`src/rtl/sdram_arbiter.sv`:
```
// sdram_arbiter: two-port round-robin front end for a single SDRAM engine.
// Each port posts one-cycle start pulses; the arbiter latches them as pending
// requests, grants one port at a time, forwards the engine's word strobes,
// completion and read data to the owner, and aborts transfers that stall.
module sdram_arbiter #(
  parameter int unsigned TIMEOUT = 16777216
) (
  input  logic        clk,
  input  logic        rst,
  // port 0
  input  logic        p0_start,
  input  logic        p0_rnw,
  input  logic [15:0] p0_wdat,
  output logic        p0_done,
  output logic        p0_ready,
  output logic        p0_abort,
  // port 1
  input  logic        p1_start,
  input  logic        p1_rnw,
  input  logic [15:0] p1_wdat,
  output logic        p1_done,
  output logic        p1_ready,
  output logic        p1_abort,
  // shared read data
  output logic [15:0] rdat,
  // SDRAM engine side
  output logic        dram_start,
  output logic        dram_rnw,
  output logic [15:0] dram_wdat,
  input  logic        dram_done,
  input  logic        dram_ready,
  input  logic [15:0] dram_rdat,
  // statistics
  output logic [15:0] abort_count
);

  typedef enum logic [1:0] {
    ST_IDLE,
    ST_GRANT,
    ST_BUSY,
    ST_RELEASE
  } state_t;

  localparam logic [31:0] TIMEOUT_C = 32'(TIMEOUT);

  state_t      state_q, state_d;
  // grant_q names the owner during a transfer and doubles as the last-grant
  // memory for round-robin, so it resets to port 1 to let port 0 win first.
  logic        grant_q, grant_d;
  logic [1:0]  pend_q;     // request waiting for service
  logic [1:0]  rearm_q;    // new request posted by the owner mid-transfer
  logic [1:0]  rnw_q;      // direction captured with the request
  logic [31:0] busy_cnt_q; // BUSY cycles elapsed, 0 in the first BUSY cycle
  logic [15:0] abort_cnt_q;

  logic [1:0]  start_v, rnw_in;
  logic        is_busy, done_ok, time_hit, xfer_end, abort_hit;

  assign start_v = {p1_start, p0_start};
  assign rnw_in  = {p1_rnw, p0_rnw};

  // The engine's done line idles high, so it only counts from the second
  // BUSY cycle onward; a timeout ends the transfer as an abort unless the
  // engine finished in the very same cycle.
  assign is_busy   = (state_q == ST_BUSY);
  assign done_ok   = is_busy && dram_done && (busy_cnt_q != 32'd0);
  assign time_hit  = is_busy && (busy_cnt_q >= TIMEOUT_C);
  assign xfer_end  = done_ok || time_hit;
  assign abort_hit = time_hit && !done_ok;

  assign rdat        = dram_rdat;
  assign dram_wdat   = grant_q ? p1_wdat : p0_wdat;
  assign dram_rnw    = rnw_q[grant_q];
  assign abort_count = abort_cnt_q;

  // State and grant registers.
  always_ff @(posedge clk) begin
    // NOTE: every clocked block uses non-blocking assignments so all registers
    // update from the same pre-edge values regardless of statement order.
    if (rst) begin
      state_q <= ST_IDLE;
      grant_q <= 1'b1;
    end else begin
      state_q <= state_d;
      grant_q <= grant_d;
    end
  end

  // Next-state, arbitration and port-facing strobes.
  always_comb begin
    // NOTE: every signal written here gets a default first, so no path through
    // the case statement can leave a value held and infer a latch.
    state_d    = state_q;
    grant_d    = grant_q;
    dram_start = 1'b0;
    p0_ready   = 1'b0;
    p1_ready   = 1'b0;
    p0_done    = 1'b0;
    p1_done    = 1'b0;
    p0_abort   = 1'b0;
    p1_abort   = 1'b0;

    unique case (state_q)
      ST_IDLE: begin
        if (|pend_q) begin
          state_d = ST_GRANT;
          // Both waiting: hand it to the port that was not served last.
          grant_d = (&pend_q) ? ~grant_q : pend_q[1];
        end
      end
      ST_GRANT:   state_d = ST_BUSY;
      ST_BUSY:    if (xfer_end) state_d = ST_RELEASE;
      ST_RELEASE: state_d = ST_IDLE;
      default:    state_d = ST_IDLE;
    endcase

    // Outputs are forced quiet while reset is held, even though the state
    // register only clears on the next edge.
    if (!rst) begin
      dram_start = (state_q == ST_GRANT);
      p0_ready   = is_busy && dram_ready && !grant_q;
      p1_ready   = is_busy && dram_ready &&  grant_q;
      p0_done    = xfer_end  && !grant_q;
      p1_done    = xfer_end  &&  grant_q;
      p0_abort   = abort_hit && !grant_q;
      p1_abort   = abort_hit &&  grant_q;
    end
  end

  // Per-port request capture. A start is ignored while that port already has
  // a request outstanding, except that the owner may post its next request
  // once its transfer is under way; that request survives RELEASE.
  always_ff @(posedge clk) begin
    if (rst) begin
      pend_q  <= 2'b00;
      rearm_q <= 2'b00;
      rnw_q   <= 2'b00;
    end else begin
      for (int n = 0; n < 2; n++) begin
        if (state_q == ST_RELEASE && grant_q == 1'(n)) begin
          pend_q[n]  <= rearm_q[n] | start_v[n];
          rearm_q[n] <= 1'b0;
          if (start_v[n] && !rearm_q[n]) rnw_q[n] <= rnw_in[n];
        end else if (state_q == ST_BUSY && grant_q == 1'(n)) begin
          if (start_v[n] && !rearm_q[n]) begin
            rearm_q[n] <= 1'b1;
            rnw_q[n]   <= rnw_in[n];
          end
        end else if (start_v[n] && !pend_q[n]) begin
          pend_q[n] <= 1'b1;
          rnw_q[n]  <= rnw_in[n];
        end
      end
    end
  end

  // BUSY-cycle counter: zeroed on the way into BUSY, counts while in BUSY.
  always_ff @(posedge clk) begin
    if (rst) begin
      busy_cnt_q <= 32'd0;
    end else if (state_q == ST_GRANT) begin
      busy_cnt_q <= 32'd0;
    end else if (is_busy) begin
      busy_cnt_q <= busy_cnt_q + 32'd1;
    end
  end

  // Saturating count of aborted transfers.
  always_ff @(posedge clk) begin
    if (rst) begin
      abort_cnt_q <= 16'd0;
    end else if (abort_hit && abort_cnt_q != 16'hFFFF) begin
      abort_cnt_q <= abort_cnt_q + 16'd1;
    end
  end

endmodule

```
`config.mk`:
```
export PLATFORM = sky130hd
export DESIGN_NAME = sdram_arbiter
export DESIGN_NICKNAME = d
export VERILOG_FILES = /design/src/rtl/sdram_arbiter.sv
export SDC_FILE = /design/constraint.sdc
export NUM_CORES = 1
export LEC_CHECK = 0
export ABC_AREA = 1
export CORE_ASPECT_RATIO = 0.7
export CORE_MARGIN = 3
export CORE_UTILIZATION = 61
export CTS_CLUSTER_DIAMETER = 80
export CTS_CLUSTER_SIZE = 30
export DETAILED_ROUTE_END_ITERATION = 8
export DONT_BUFFER_PORTS = 1
export GPL_ROUTABILITY_DRIVEN = 0
export PLACE_DENSITY_LB_ADDON = 0.05
export SYNTH_ARGS = -nofsm -noshare
export SYNTH_HDL_FRONTEND = slang
export SYNTH_SLANG_ARGS = --single-unit
```
`constraint.sdc`:
```
create_clock -name clk -period 3.65 [get_ports clk]
set_clock_uncertainty 0.05 [all_clocks]
set_input_delay 1.095 -clock clk [delete_from_list [all_inputs] [get_ports clk]]
set_output_delay 1.095 -clock clk [all_outputs]
set_load 0.05 [all_outputs]
```
# ---- Word-level counts from Yosys, hierarchy flattened
# Cells that the tools add are included.
dict set report totals {
  inputBits 56
  out_inout_bits 56
  reg_bits 57
  word_cells 97
}
dict set report classes {
  bitwise 3
  add_sub_neg 2
  n_lt_le_gt_ge 2
  eq_ne 8
  reduce_logical 44
  mux 28
}
# op count
set op_table {}
lappend op_table {{$add 32x1->32 const B} 1}
lappend op_table {{$ge 32x25->1 const B} 1}
lappend op_table {{$reduce_bool 32->1} 1}
lappend op_table {{$mux 1} 24}
lappend op_table {{$logic_and 1x1->1} 20}
lappend op_table {{$add 16x1->16 const B} 1}
lappend op_table {{$mux 16} 1}
lappend op_table {{$ne 16x16->1 const B} 1}
lappend op_table {{$reduce_and 2->1} 7}
lappend op_table {{$pmux 2 s4} 1}
lappend op_table {{$reduce_or 2->1} 4}
lappend op_table {{$logic_not 1->1} 6}
lappend op_table {{$ne 2x2->1 const B} 3}
lappend op_table {{$reduce_bool 3->1} 2}
lappend op_table {{$eq 2x2->1 const B} 2}
lappend op_table {{$mux 2} 2}
lappend op_table {{$reduce_bool 2->1} 2}
lappend op_table {{$eq 2x1->1 const B} 1}
lappend op_table {{$logic_not 2->1} 1}
lappend op_table {{$lt 1x2->1 const B} 1}
lappend op_table {{$ne 2x1->1 const B} 1}
lappend op_table {{$or 1x1->1} 2}
lappend op_table {{$logic_or 1x1->1} 1}
lappend op_table {{$not 1->1} 1}

# ---- Depth between registers and ports, before layout
# Gate-level depths: netlist (run 1).
dict set report logic_depth {
  depth_word 7
  mapped_depth 11
  ltp_nobuf 11
}

# ---- Worst setup path before layout (run 1)
# OpenSTA, ideal clock, no wires.
dict set report synth_timing {
  path_type {in2out}
  from {input dram_done}
  to {output p0_abort}
  stages 6
  t_required_ns 2.505
  arrival_time_ns 2.186
  setup_slack_ns 0.319
  path_buffers 1
  cell_sequence {nand2_1 -> inv_1 -> o21ai_4 -> buf_6 -> nand2_1 -> nor2_1}
}
dict set report synth_between {
  elab_chain_len 6
}
# element line
set synth_rtl {}
lappend synth_rtl {{start: declaration} 30} ;# input logic dram_done,
lappend synth_rtl {{$logic_and 1x1->1 (2 in series)} 66} ;# assign done_ok = is_busy && dram_done && (busy_cnt_q != 32'd0);
lappend synth_rtl {{$logic_not 1->1} 69} ;# assign abort_hit = time_hit && !done_ok;
lappend synth_rtl {{$logic_and 1x1->1} 69}
lappend synth_rtl {{$logic_and 1x1->1} 125} ;# p0_abort = abort_hit && !grant_q;
lappend synth_rtl {{$mux 1} 119} ;# if (!rst) begin
lappend synth_rtl {{end: declaration} 16} ;# output logic p0_abort,
# No other way between the ends.

# ---- Worst setup path after layout (run 1)
dict set report layout_timing {
  from {register state_q[0]}
  to {output p0_abort}
}
dict set report layout_between {
  elab_chain_len 7
  elab_cells_between_ends 8
  classes_between {eq/ne: 1; mux: 1; reduce/logical: 6}
}
# element line
set layout_rtl {}
lappend layout_rtl {{start: declaration} 46} ;# state_t state_q, state_d;
lappend layout_rtl {{start signal: assignment} 84} ;# state_q <= state_d;
lappend layout_rtl {{$eq 2x2->1 (*)} 65} ;# assign is_busy = (state_q == ST_BUSY);
lappend layout_rtl {{$logic_and 1x1->1 (2 in series)} 66}
lappend layout_rtl {{$logic_not 1->1} 69}
lappend layout_rtl {{$logic_and 1x1->1 (*)} 69}
lappend layout_rtl {{$logic_and 1x1->1 (*)} 125}
lappend layout_rtl {{$mux 1 (*)} 119}
# Mark *: on every way between the ends. The rest lies on a longest branch, timed or not.

==> results of run 1 <==
[report_power, final]
| part | internal [W] | switching (W) | leakage, nW |
|---|---|---|---|
| sequential | 0.000653 | 0.0000248 | 0.461 |
| combinational | 0.000122 | 0.000439 | 0.963 |
| clock | 0.000471 | 0.000261 | 0.120 |
[per-stage QoR]
stage	area, um2	hold WS [ps]	worst slack, ps
6_report	3800	401	312
5_1_grt	3800	437	131
4_1_cts	3800	401	315
3_5_place_dp	3560	390	615
3_3_place_gp	3560	386	610
2_1_floorplan	3560	376	319
[critical path: stages, from the launching register on]
cell,delay (ps)
dfxtp_1,340
inv_1,100
ha_1,460
inv_2,170
nor2_2,130
buf_4,230
nand2_1,100
nor2_1,110
buf_4,200
[layout make-up]
| class | instances | area [um2] | area share |
|---|---|---|---|
| Clock buffer | 11 | 141 | 0.0372 |
| Clock inverter | 5 | 103 | 0.0270 |
| Inverter | 64 | 240 | 0.0632 |
| Multi-Input combinational cell | 406 | 2000 | 0.525 |
| Sequential cell | 57 | 1140 | 0.300 |
| Tap cell | 72 | 90.1 | 0.0237 |
| Timing Repair Buffer | 12 | 90.1 | 0.0237 |
[flip-flops by register name, indices dropped and copies added (netlist names)]
register     flops
abort_count     16
busy_cnt_q      32
grant_q          1
pend_q           2
rearm_q          2
rnw_q            2
state_q          2
[per-layer routing]
layer | global-route usage | wire length (um) | share of wire
met4 | 0.0799 | 141 | 0.016
met2 | 0.396 | 3840 | 0.44
met1 | 0.349 | 3960 | 0.46
met3 | 0.0709 | 701 | 0.081
met5 | 0 | 0 | 0
[Yosys cell counts]
cell type  number  share of area
nand2_2         2         0.0035
nor2_1         79          0.083
buf_1           1         0.0011
and2_1          1         0.0018
and3_1          1         0.0018
clkbuf_1        6         0.0063
a31oi_1         2         0.0035
o21ai_0        26          0.037
nor3_2          3         0.0084
nand4_2         1         0.0035
inv_1          60          0.063
xor2_1          7          0.017
nor3b_1         1         0.0021
a32oi_1         1         0.0025
xnor2_1         5          0.012
nand3b_1        1         0.0021
clkinv_1        3         0.0032
o311ai_0        2         0.0049
inv_2           1         0.0011
dfxtp_1        57           0.32
a211oi_1        2         0.0042
nor2_2          5         0.0088
o21a_1          3         0.0063
nor4_1          1         0.0018
buf_6           2         0.0063
buf_4          16          0.034
nor3_1         11          0.015
nand3_1        21          0.030
nand3_4         1         0.0049
o21ai_4         1         0.0046
nor2_4          4          0.013
o211ai_1        3         0.0063
buf_2           3         0.0042
nand4_1        23          0.040
o21ai_1         1         0.0014
or2_0           1         0.0018
ha_1            7          0.025
nand2_1       150           0.16
a21oi_1        40          0.056
[kinds of logic (layout without fill, tap and decap cells)]
family                     after synthesis  after routing
and+or+nand+nor                        306            306
buffers and inverters                   92             92
AOI/OAI and AO/OA                       81             81
DFF                                     57             57
xor gates and xnor gates                12             12
adders and majority gates                7              7
[worst max path at each step]
stage | end | cells past startpoint | from
floorplan | p0_abort | 6 | dram_done
CTS | p1_abort | 8 | state_q[0]
detailed placement | p0_done | 6 | dram_done
global route | p0_abort | 8 | state_q[0]
global placement | p0_done | 6 | dram_done
finish | p0_abort | 8 | state_q[0]
==> summary.md, run 1 <==
| Metric | Value |
|---|---|
| Number of nets still failing antenna checks after routing | 0 |
| Post-CTS Setup Inserts | 0 |
| Pin count of the biggest net entering global routing | 23 |
| DR WL/cell | around 14 um |
| Row count | 22 |
| Power Total | 0.00197 W |
| Hold Startpoint | rnw_q[1] |
| Area growth from synthesis to final layout | 6.75% |
| Reg-to-Reg End | abort_count[11] |
| Status | complete, no violations |
| FF-to-FF Start | abort_count[0] |
| Initial DRC count | 220 |
| Clock latency at the later pin of the worst-skew pair | between 300 and 400 ps |
| Synth Area in Adders | 0.0246 |
| Num CTS Buffers | 9 |
| Reg-to-reg slack, setup | about 1100 ps |
| First-pass GRT wire length | between 10000 and 15000 um |
| Layout cell share with drive strength beyond 1 | 0.0811 |
| Synthesis-stage register bit count | 57 |
| Ant. Diodes | 0 |
| Final Hold Viols | 0 |
| Worst hold endpoint | rnw_q[1] |
| Pre-antenna DRT Iters | 5 |
| Cts-stage hold buffer count | 0 |
| Remaining routing DRC violations | 0 |
| Cell count of the worst hold path | 2 |
| Die H | 69.9 um |
| Vias per cell | around 5.6 |
| I/O Pins | between 100 and 150 |
| Vias in the first global route | 3113 |
| Port Buffer Count | 0 |
| Synth Area per Inst | 6.42 um2 |
| Initial antenna violation count | 0 |
| Simple-gate portion of the synthesized area | 0.380 |
| Leak | roughly 1.5 nW |
| Vias | 3480 |
| Fillers | 479 |
| Die Wd | 97.3 um |
| Mapped Nets | 618 |
| Placed Cells incl. Taps | between 600 and 700 |
| Gr usage total | 0.256 |
| RSZ-0062 raised after global routing | no |
| Setup Crit Path Kind | register to primary output |
| Mapped Area | 0.00356 mm2 |
| Post_cts resized | 0 |
| Hold Crit Class | register to register |
| Synth Area in Compound Gates | 0.126 |
| Worst EP required | approximately 2500 ps |
| Final min period | 3340 ps |
| H-tree levels | 3 |
| Initial Utilization | 0.653 |
| R2R cell count | 7 |
| Max Transition Viols Final | 0 |
| Xor-xnor portion of the synthesized cell area | 0.0295 |
| Max rail drop VDD | a little under 0.4 mV |
| Clock tree buffer depth | 2 |
| Final setup vio count | 0 |
| Final WL | approximately 8600 um |
| Fin nets | 613 |
| CTS tree | built |
| Rel. slew slack | 0.570 |
| Fmax | 0.300 GHz |
| Final non-filler cell total | ~630 |
| Main combinational cell family by area after synthesis | simple AND/OR/NAND/NOR gates |
| Mux share of post-synthesis cell area | 0 |
| Pwr dens | 519 mW/mm2 |
| CP startpoint kind | register |
| Period utilisation layout | 0.914 |
| Most frequent cells in the layout | 150 x nand2_1, 79 x nor2_1, 60 x inv_1 |
| Critical path endpoint category | primary output |
| Post-synthesis sequential area ratio | 0.320 |
| Warnings, synthesis | 0 |
| TNS Setup | 0 ps |
| Placed wire-length estimate | 6450 um |
| Most common cell after layout, fill and taps aside | nand2_1 |
| Root Buffer | clkbuf_8 |
| Clock Sinks | 57 |
| Max-cap violation count | 0 |
| Core Area | ~0.0055 mm2 |
| Final cell utilization of the core | 0.697 |
| Post-synthesis cell type count | 39 |
| Worst-path clk slew | 70 ps |
| Worst EP arrival | 2190 ps |
| Grt total ovfl | 0 |
| Area of the die | 0.00681 mm2 |
| CP max FO | 17 |
| Measured slew at the worst slew-check pin | 645 ps |
| Mapped Cells | about 560 |
(Power assumes the default switching activity.)
==> run 2, diff against run 1 <==
--- a/config.mk
+++ b/config.mk
@@ -10,3 +10,3 @@
 export CORE_MARGIN = 3
-export CORE_UTILIZATION = 61
+export CORE_UTILIZATION = 58
 export CTS_CLUSTER_DIAMETER = 80
==> constraint.sdc (replaced) <==
create_clock -name clk -period 2.7 [get_ports clk]
set_clock_uncertainty 0.05 [all_clocks]
set_input_delay 0.81 -clock clk [delete_from_list [all_inputs] [get_ports clk]]
set_output_delay 0.81 -clock clk [all_outputs]
set_load 0.01 [all_outputs]
==> run 2 against run 1 <==
Effect of this change:
- global-route usage shrank 2.3 points
- core utilization decreased by 6.9 points
- combinational power down 4.1%
- highest routed layer unchanged
==> summary.md, run 2 (synthesis results as in run 1) <==
| Metric | Value |
|---|---|
| CP startpoint kind | register (unchanged) |
| CP startpoint | busy_cnt_q[0] (was state_q[0]) |
| Met3 Use GR | 0.0700 (was 0.0709) |
| R2R cell count | 9 (was 7) |
| Final setup vio count | 0 (unchanged) |
| CP max FO | 5 (was 17) |
| Setup Crit Path Kind | register to primary output (unchanged) |
| Measured slew at the worst slew-check pin | 403 ps (was 645 ps) |
| Die H | 71.6 um (was 69.9 um) |
| Row count | 23 (was 22) |
| Num CTS Buffers | 9 (unchanged) |
| I/O Pins | 112 (unchanged) |
| Clock latency at the later pin of the worst-skew pair | 340 ps (about the same) |
| Cell family with most CP delay | simple AND/OR/NAND/NOR gates (was buffers and inverters) |
| Fillers | 544 (was 479) |
| Max rail drop VDD | 0.292 mV (was 0.393 mV) |
| TNS Setup | 0 ps (unchanged) |
| Worst EP required | 1840 ps (was 2500 ps) |
| Post-CTS Setup Inserts | 0 (unchanged) |
| Critical path's most frequent cell | nand2_1 (was buf_4) |
| FF-to-FF Start | state_q[0] (was abort_count[0]) |
| Worst-path clk slew | 60 ps (was 70 ps) |
| Hold Startpoint | pend_q[1] (was rnw_q[1]) |
| Clock Sinks | 57 (unchanged) |
| Placed Cells incl. Taps | 609 (was 611) |
| Root Buffer | clkbuf_8 (unchanged) |
| Post_cts resized | 0 (unchanged) |
| Vias | 3437 (was 3480) |
| Final min period | 2500 ps |
| Number of nets still failing antenna checks after routing | 0 (unchanged) |
| Area of the die | 0.00713 mm2 (was 0.00681 mm2) |
| CP peak stage delay | 350 ps (was 460 ps) |
| CTS tree | built (unchanged) |
| Pwr dens | 571 mW/mm2 (was 519 mW/mm2) |
| Ant. Diodes | 0 (unchanged) |
| DR WL/cell | 13.3 um (was 13.8 um) |
| Period utilisation layout | 0.927 |
| Fin nets | 608 (was 613) |
| Largest Register | busy_cnt_q (unchanged) |
| Hold Crit Class | register to register (unchanged) |
| Max-cap violation count | 0 (unchanged) |
| Port Buffer Count | 0 (unchanged) |
| Placement Setup Slack | 502 ps (was 615 ps) |
| Reg-to-Reg End | busy_cnt_q[26] (was abort_count[11]) |
| Worst hold endpoint | grant_q (was rnw_q[1]) |
| Die Wd | 99.7 um (was 97.3 um) |
| GR met2 Demand/Resource | 0.334 (was 0.396) |
| Leak | 1.48 nW (was 1.54 nW) |
| Most common cell after layout, fill and taps aside | nand2_1 (unchanged) |
| Grt total ovfl | 0 (unchanged) |
| Placed cell area | 0.00352 mm2 (was 0.00356 mm2) |
| Gr usage total | 0.233 (was 0.256) |
| Area growth from synthesis to final layout | 3.13% (was 6.75%) |
| Core Area | 0.00584 mm2 (was 0.00545 mm2) |
| Clock tree buffer depth | 2 (unchanged) |
| Top Usage Layer GRT | met1 (was met2) |
| Pre-antenna DRT Iters | 5 (unchanged) |
| Rel. slew slack | 0.729 (was 0.570) |
| Most frequent cells in the layout | 150 x nand2_1, 79 x nor2_1, 60 x inv_1 (unchanged) |
| Worst path bufs/invs | 1 (was 4) |
| Cell count of the worst hold path | 2 (unchanged) |
| Remaining routing DRC violations | 0 (unchanged) |
| H-tree levels | 3 (unchanged) |
| Global routing usage on met1 | 0.342 (was 0.349) |
| Crit-path slowest cell | dfxtp_1 (was ha_1) |
| Cts-stage hold buffer count | 0 (unchanged) |
| Vias per cell | 5.52 (was 5.55) |
| Reg-to-reg slack, setup | 660 ps (was 1110 ps) |
| Crit-path cells | inv_1 > ha_1 > nand2_1 > nor2_1 > nand2_1 > o21ai_4 > nand2_1 > nor2_1 (was inv_1 > ha_1 > inv_2 > nor2_2 > buf_4 > nand2_1 > nor2_1 > buf_4) |
| First-pass GRT wire length | 13600 um (was 14500 um) |
| Layout cell share with drive strength beyond 1 | 0.0712 (was 0.0811) |
| Worst EP arrival | 1640 ps (was 2190 ps) |
| Placed wire-length estimate | 6140 um (was 6450 um) |
| Final Instance Area | 0.00367 mm2 (was 0.00380 mm2) |
| Critical path depth | 8 (unchanged) |
| Final Hold Viols | 0 (unchanged) |
| RSZ-0062 raised after global routing | no (unchanged) |
| Vias in the first global route | 2937 (was 3113) |
| Status | complete, no violations (unchanged) |
| Final setup margin | 196 ps (was 312 ps) |
| Final non-filler cell total | 623 (was 627) |
| Pin count of the biggest net entering global routing | 23 (unchanged) |
| Initial Utilization | 0.610 (was 0.653) |
| Initial antenna violation count | 0 (unchanged) |
| Max Transition Viols Final | 0 (unchanged) |
| Max reg flops | 32 (unchanged) |
| Initial DRC count | 205 (was 220) |
| Fmax | ~0.4 GHz |
| Critical path endpoint category | primary output (unchanged) |
| Final WL | 8280 um (was 8650 um) |
-- run 2: how the worst max path moves through the flow --
stage / end / slack (ps)
floorplan: dram_start / 350
global placement: p1_done / 510
detailed placement: p0_done / 500
CTS: p1_abort / 180
global route: p0_abort / 50
finish: p1_abort / 200
-- run 2: report_power, final --
part | internal, W | total, W | switching, W
clock network | 0.000313 | 0.000640 | 0.000327
logic | 0.000164 | 0.000539 | 0.000375
registers | 0.000884 | 0.000916 | 0.0000321
total | 0.00136 | 0.00210 | 0.000734
-- run 2: routing by layer --
| metal | up-vias | part of all wire |
|---|---|---|
| li1 | 1762 | - |
| met1 | 1537 | 0.49 |
| met2 | 121 | 0.43 |
| met3 | 17 | 0.078 |
| met4 | 0 | 0.0092 |
| met5 | - | 0 |
-- run 2: area by class of cell --
type	instances	area (um2)	share of cell area
repair buffers	7	52.6	0.0143
flip-flops and latches	57	1140	0.311
well taps	75	93.8	0.0256
inverters	64	240	0.0654
clock buffers	9	124	0.0337
clock inverters	5	25.0	0.00681
multi-input cells	406	2000	0.543
-- run 2: worst reg2reg max path: stages, from the launching register on --
cell and delay [ps]:
dfxtp_1 320, inv_1 100, ha_1 280, inv_2 140, nor2_2 240, nand3_1 230
nor3_2 260, nand3b_1 150, o21ai_1 140, nor2_1 40
-- run 2: metrics by stage --
stage | utilization | hold WS, ps | total power, W
4_1_cts | 0.629 | 410 | 0.00212
5_1_grt | 0.629 | 434 | 0.00223
3_5_place_dp | 0.603 | 401 | 0.00147
6_report | 0.629 | 408 | 0.00210
3_3_place_gp | 0.603 | 384 | 0.00146
2_1_floorplan | - | 376 | 0.00137
==> run 3, diff against run 2 <==
Settings changed: CORE_MARGIN 3 to 8, CORE_UTILIZATION 58 to 61.
Clock period 2.7 ns to 3.05 ns, I/O delays scaled along.
==> run 3 against run 2 <==
Effect of this change:
- highest routed layer unchanged
- routed wire length rose by 8.0%
- sequential power fell by 12%
- count of clock-buffer cells in the layout rose by 3
- cell count did not move
- final area rose by 1.1%
- power fell by 4.6%
- die area rose by 20%
- via count rose by 0.26%
- combinational power fell by 12%
- critical path depth fell by 1
- core utilization rose by 2.6 points
==> summary.md, run 3 (synthesis results as in run 1) <==
| Metric | Value |
|---|---|
| Initial Utilization | 0.628 (was 0.610) |
| Power share of the combinational group | 0.237 (was 0.257) |
| Final Instance Area | 0.00371 mm2 (was 0.00367 mm2) |
| Top Usage Layer GRT | met2 (was met1) |
| CTS tree | built (unchanged) |
| GR met2 Demand/Resource | 0.307 (was 0.334) |
| Int Pwr | 0.00134 W (was 0.00136 W) |
| Final min period | 2650 ps |
| Area growth from synthesis to final layout | 4.22% (was 3.13%) |
| Number of nets still failing antenna checks after routing | 0 (unchanged) |
| Met3 Use GR | 0.0694 (was 0.0700) |
| Num CTS Buffers | 9 (unchanged) |
| Ant. Diodes | 0 (unchanged) |
| Initial DRC count | 227 (was 205) |
| RSZ-0062 raised after global routing | no (unchanged) |
| Clock Sinks | 57 (unchanged) |
| Clock Power Share | 0.358 (was 0.306) |
| Max rail drop VDD | 0.309 mV (was 0.292 mV) |
| Worst-path clk slew | 70 ps (was 60 ps) |
| Critical path endpoint category | primary output (unchanged) |
| Max-cap violation count | 0 (unchanged) |
| Placed cell area | 0.00350 mm2 (was 0.00352 mm2) |
| Core Area | 0.00567 mm2 (was 0.00584 mm2) |
| Rel. slew slack | 0.693 (was 0.729) |
| Row count | 23 (unchanged) |
| Max reg flops | 32 (unchanged) |
| Clock tree buffer depth | 2 (unchanged) |
| Gr usage total | 0.210 (was 0.233) |
| Vias in the first global route | 3153 (was 2937) |
| Remaining routing DRC violations | 0 (unchanged) |
| Layout cell share with drive strength beyond 1 | 0.0693 (was 0.0712) |
| Die Wd | 107 um (was 99.7 um) |
| First-pass GRT wire length | 14700 um (was 13600 um) |
| Final Hold Viols | 0 (unchanged) |
| Period utilisation layout | 0.870 |
| Placed wire-length estimate | 6680 um (was 6140 um) |
| Vias | 3446 (was 3437) |
| H-tree levels | 3 (unchanged) |
| Root Buffer | clkbuf_8 (unchanged) |
| I/O Pins | 112 (unchanged) |
| Sw frac | 0.330 (was 0.350) |
| Status | complete, no violations (unchanged) |
| TNS Setup | 0 ps (unchanged) |
| Pin count of the biggest net entering global routing | 24 (was 23) |
| Vias per cell | 5.53 (was 5.52) |
| Max Transition Viols Final | 0 (unchanged) |
| Final WL | 8940 um (was 8280 um) |
| DR WL/cell | 14.3 um (was 13.3 um) |
| Most frequent cells in the layout | 150 x nand2_1, 79 x nor2_1, 60 x inv_1 (unchanged) |
| Fmax | between 0.3 and 0.4 GHz |
| Port Buffer Count | 0 (unchanged) |
| Global routing usage on met1 | 0.281 (was 0.342) |
| Clock latency at the later pin of the worst-skew pair | 350 ps (was 340 ps) |
| Final setup vio count | 0 (unchanged) |
| Initial antenna violation count | 0 (unchanged) |
| Hold Crit Class | register to register (unchanged) |
| Fin nets | 607 (was 608) |
| Most common cell after layout, fill and taps aside | nand2_1 (unchanged) |
| Net Sw Power | 0.000659 W (was 0.000734 W) |
| Leak | 1.49 nW (was 1.48 nW) |
| Pwr dens | 538 mW/mm2 (was 571 mW/mm2) |
| CP startpoint kind | register (unchanged) |
| Area of the die | 0.00858 mm2 (was 0.00713 mm2) |
| Power Total | 0.00200 W (was 0.00210 W) |
| Die H | 79.9 um (was 71.6 um) |
| Worst EP arrival | 1690 ps (was 1640 ps) |
| Grt total ovfl | 0 (unchanged) |
| Measured slew at the worst slew-check pin | 457 ps (was 403 ps) |
| Setup Crit Path Kind | register to primary output (unchanged) |
| Worst EP required | 2080 ps (was 1840 ps) |
| Pre-antenna DRT Iters | 5 (unchanged) |
| CP max FO | 5 (unchanged) |
| Seq pwr share | 0.405 (was 0.437) |
| Largest Register | busy_cnt_q (unchanged) |
[run 3: cell types whose count changed in the layout (fill, tap and decap cells not counted)]
| cell | delta |
|---|---|
| bufinv_16 | +1 |
| clkbuf_8 | +2 |
| buf_4 | -1 |
| clkbuf_1 | +1 |
| clkinv_2 | -3 |
[run 3: power groups by stage]
stage	logic (W)	registers, W	clock network (W)
final	0.000473	0.000810	0.000715
after global routing	0.000552	0.000815	0.000766
after CTS	0.000471	0.000809	0.000723
after detailed placement	0.000468	0.000826	0
after global placement	0.000462	0.000824	0
after floorplan	0.000395	0.000822	0
[run 3: worst max-delay path, stage by stage (launching register included)]
cell	delay, ps
dfxtp_1	340
nor2_1	110
nand2_1	90
nor2_4	190
nand2_2	90
o21ai_4	210
nand2_1	100
nor2_1	210
[run 3: path summary, 6_finish.rpt]
path	startpoint	slack [ps]	cells past startpoint	to
min reg2reg	rnw_q[0]	410	2	rnw_q[0]
max	busy_cnt_q[28]	400	7	p0_abort
min	rnw_q[0]	410	2	rnw_q[0]
max reg2reg	abort_count[0]	880	7	abort_count[11]
[run 3: layer usage]
layer  share of wire  vias up
li1                -     1760
met1            0.47     1529
met4           0.012        0
met2            0.44      134
met3           0.081       23
met5               0        -
[run 3: per-stage QoR]
step | worst slack, ps | cells | util | hold slack [ps]
6_report | 398 | 623 | 0.655 | 406
5_1_grt | 230 | 623 | 0.655 | 446
4_1_cts | 75.8 | 621 | 0.652 | 406
3_5_place_dp | 458 | 606 | 0.618 | 397
3_3_place_gp | 491 | 606 | 0.618 | 385
2_1_floorplan | 492 | 555 | - | 376
[run 3: repair_timing]
action,4_1_cts,5_1_grt
hold buffers,0,0
gates resized for setup,0,0
setup endpoints to repair,0,4
buffers inserted,0,2
[run 3: area by class of cell]
class | count | area, um2
Tap cell | 75 | 93.8
Clock inverter | 3 | 40.0
Multi-Input combinational cell | 406 | 2000
Timing Repair Buffer | 6 | 45.0
Fill cell | 491 | 1960
Sequential cell | 57 | 1140
Inverter | 64 | 240
Clock buffer | 12 | 155
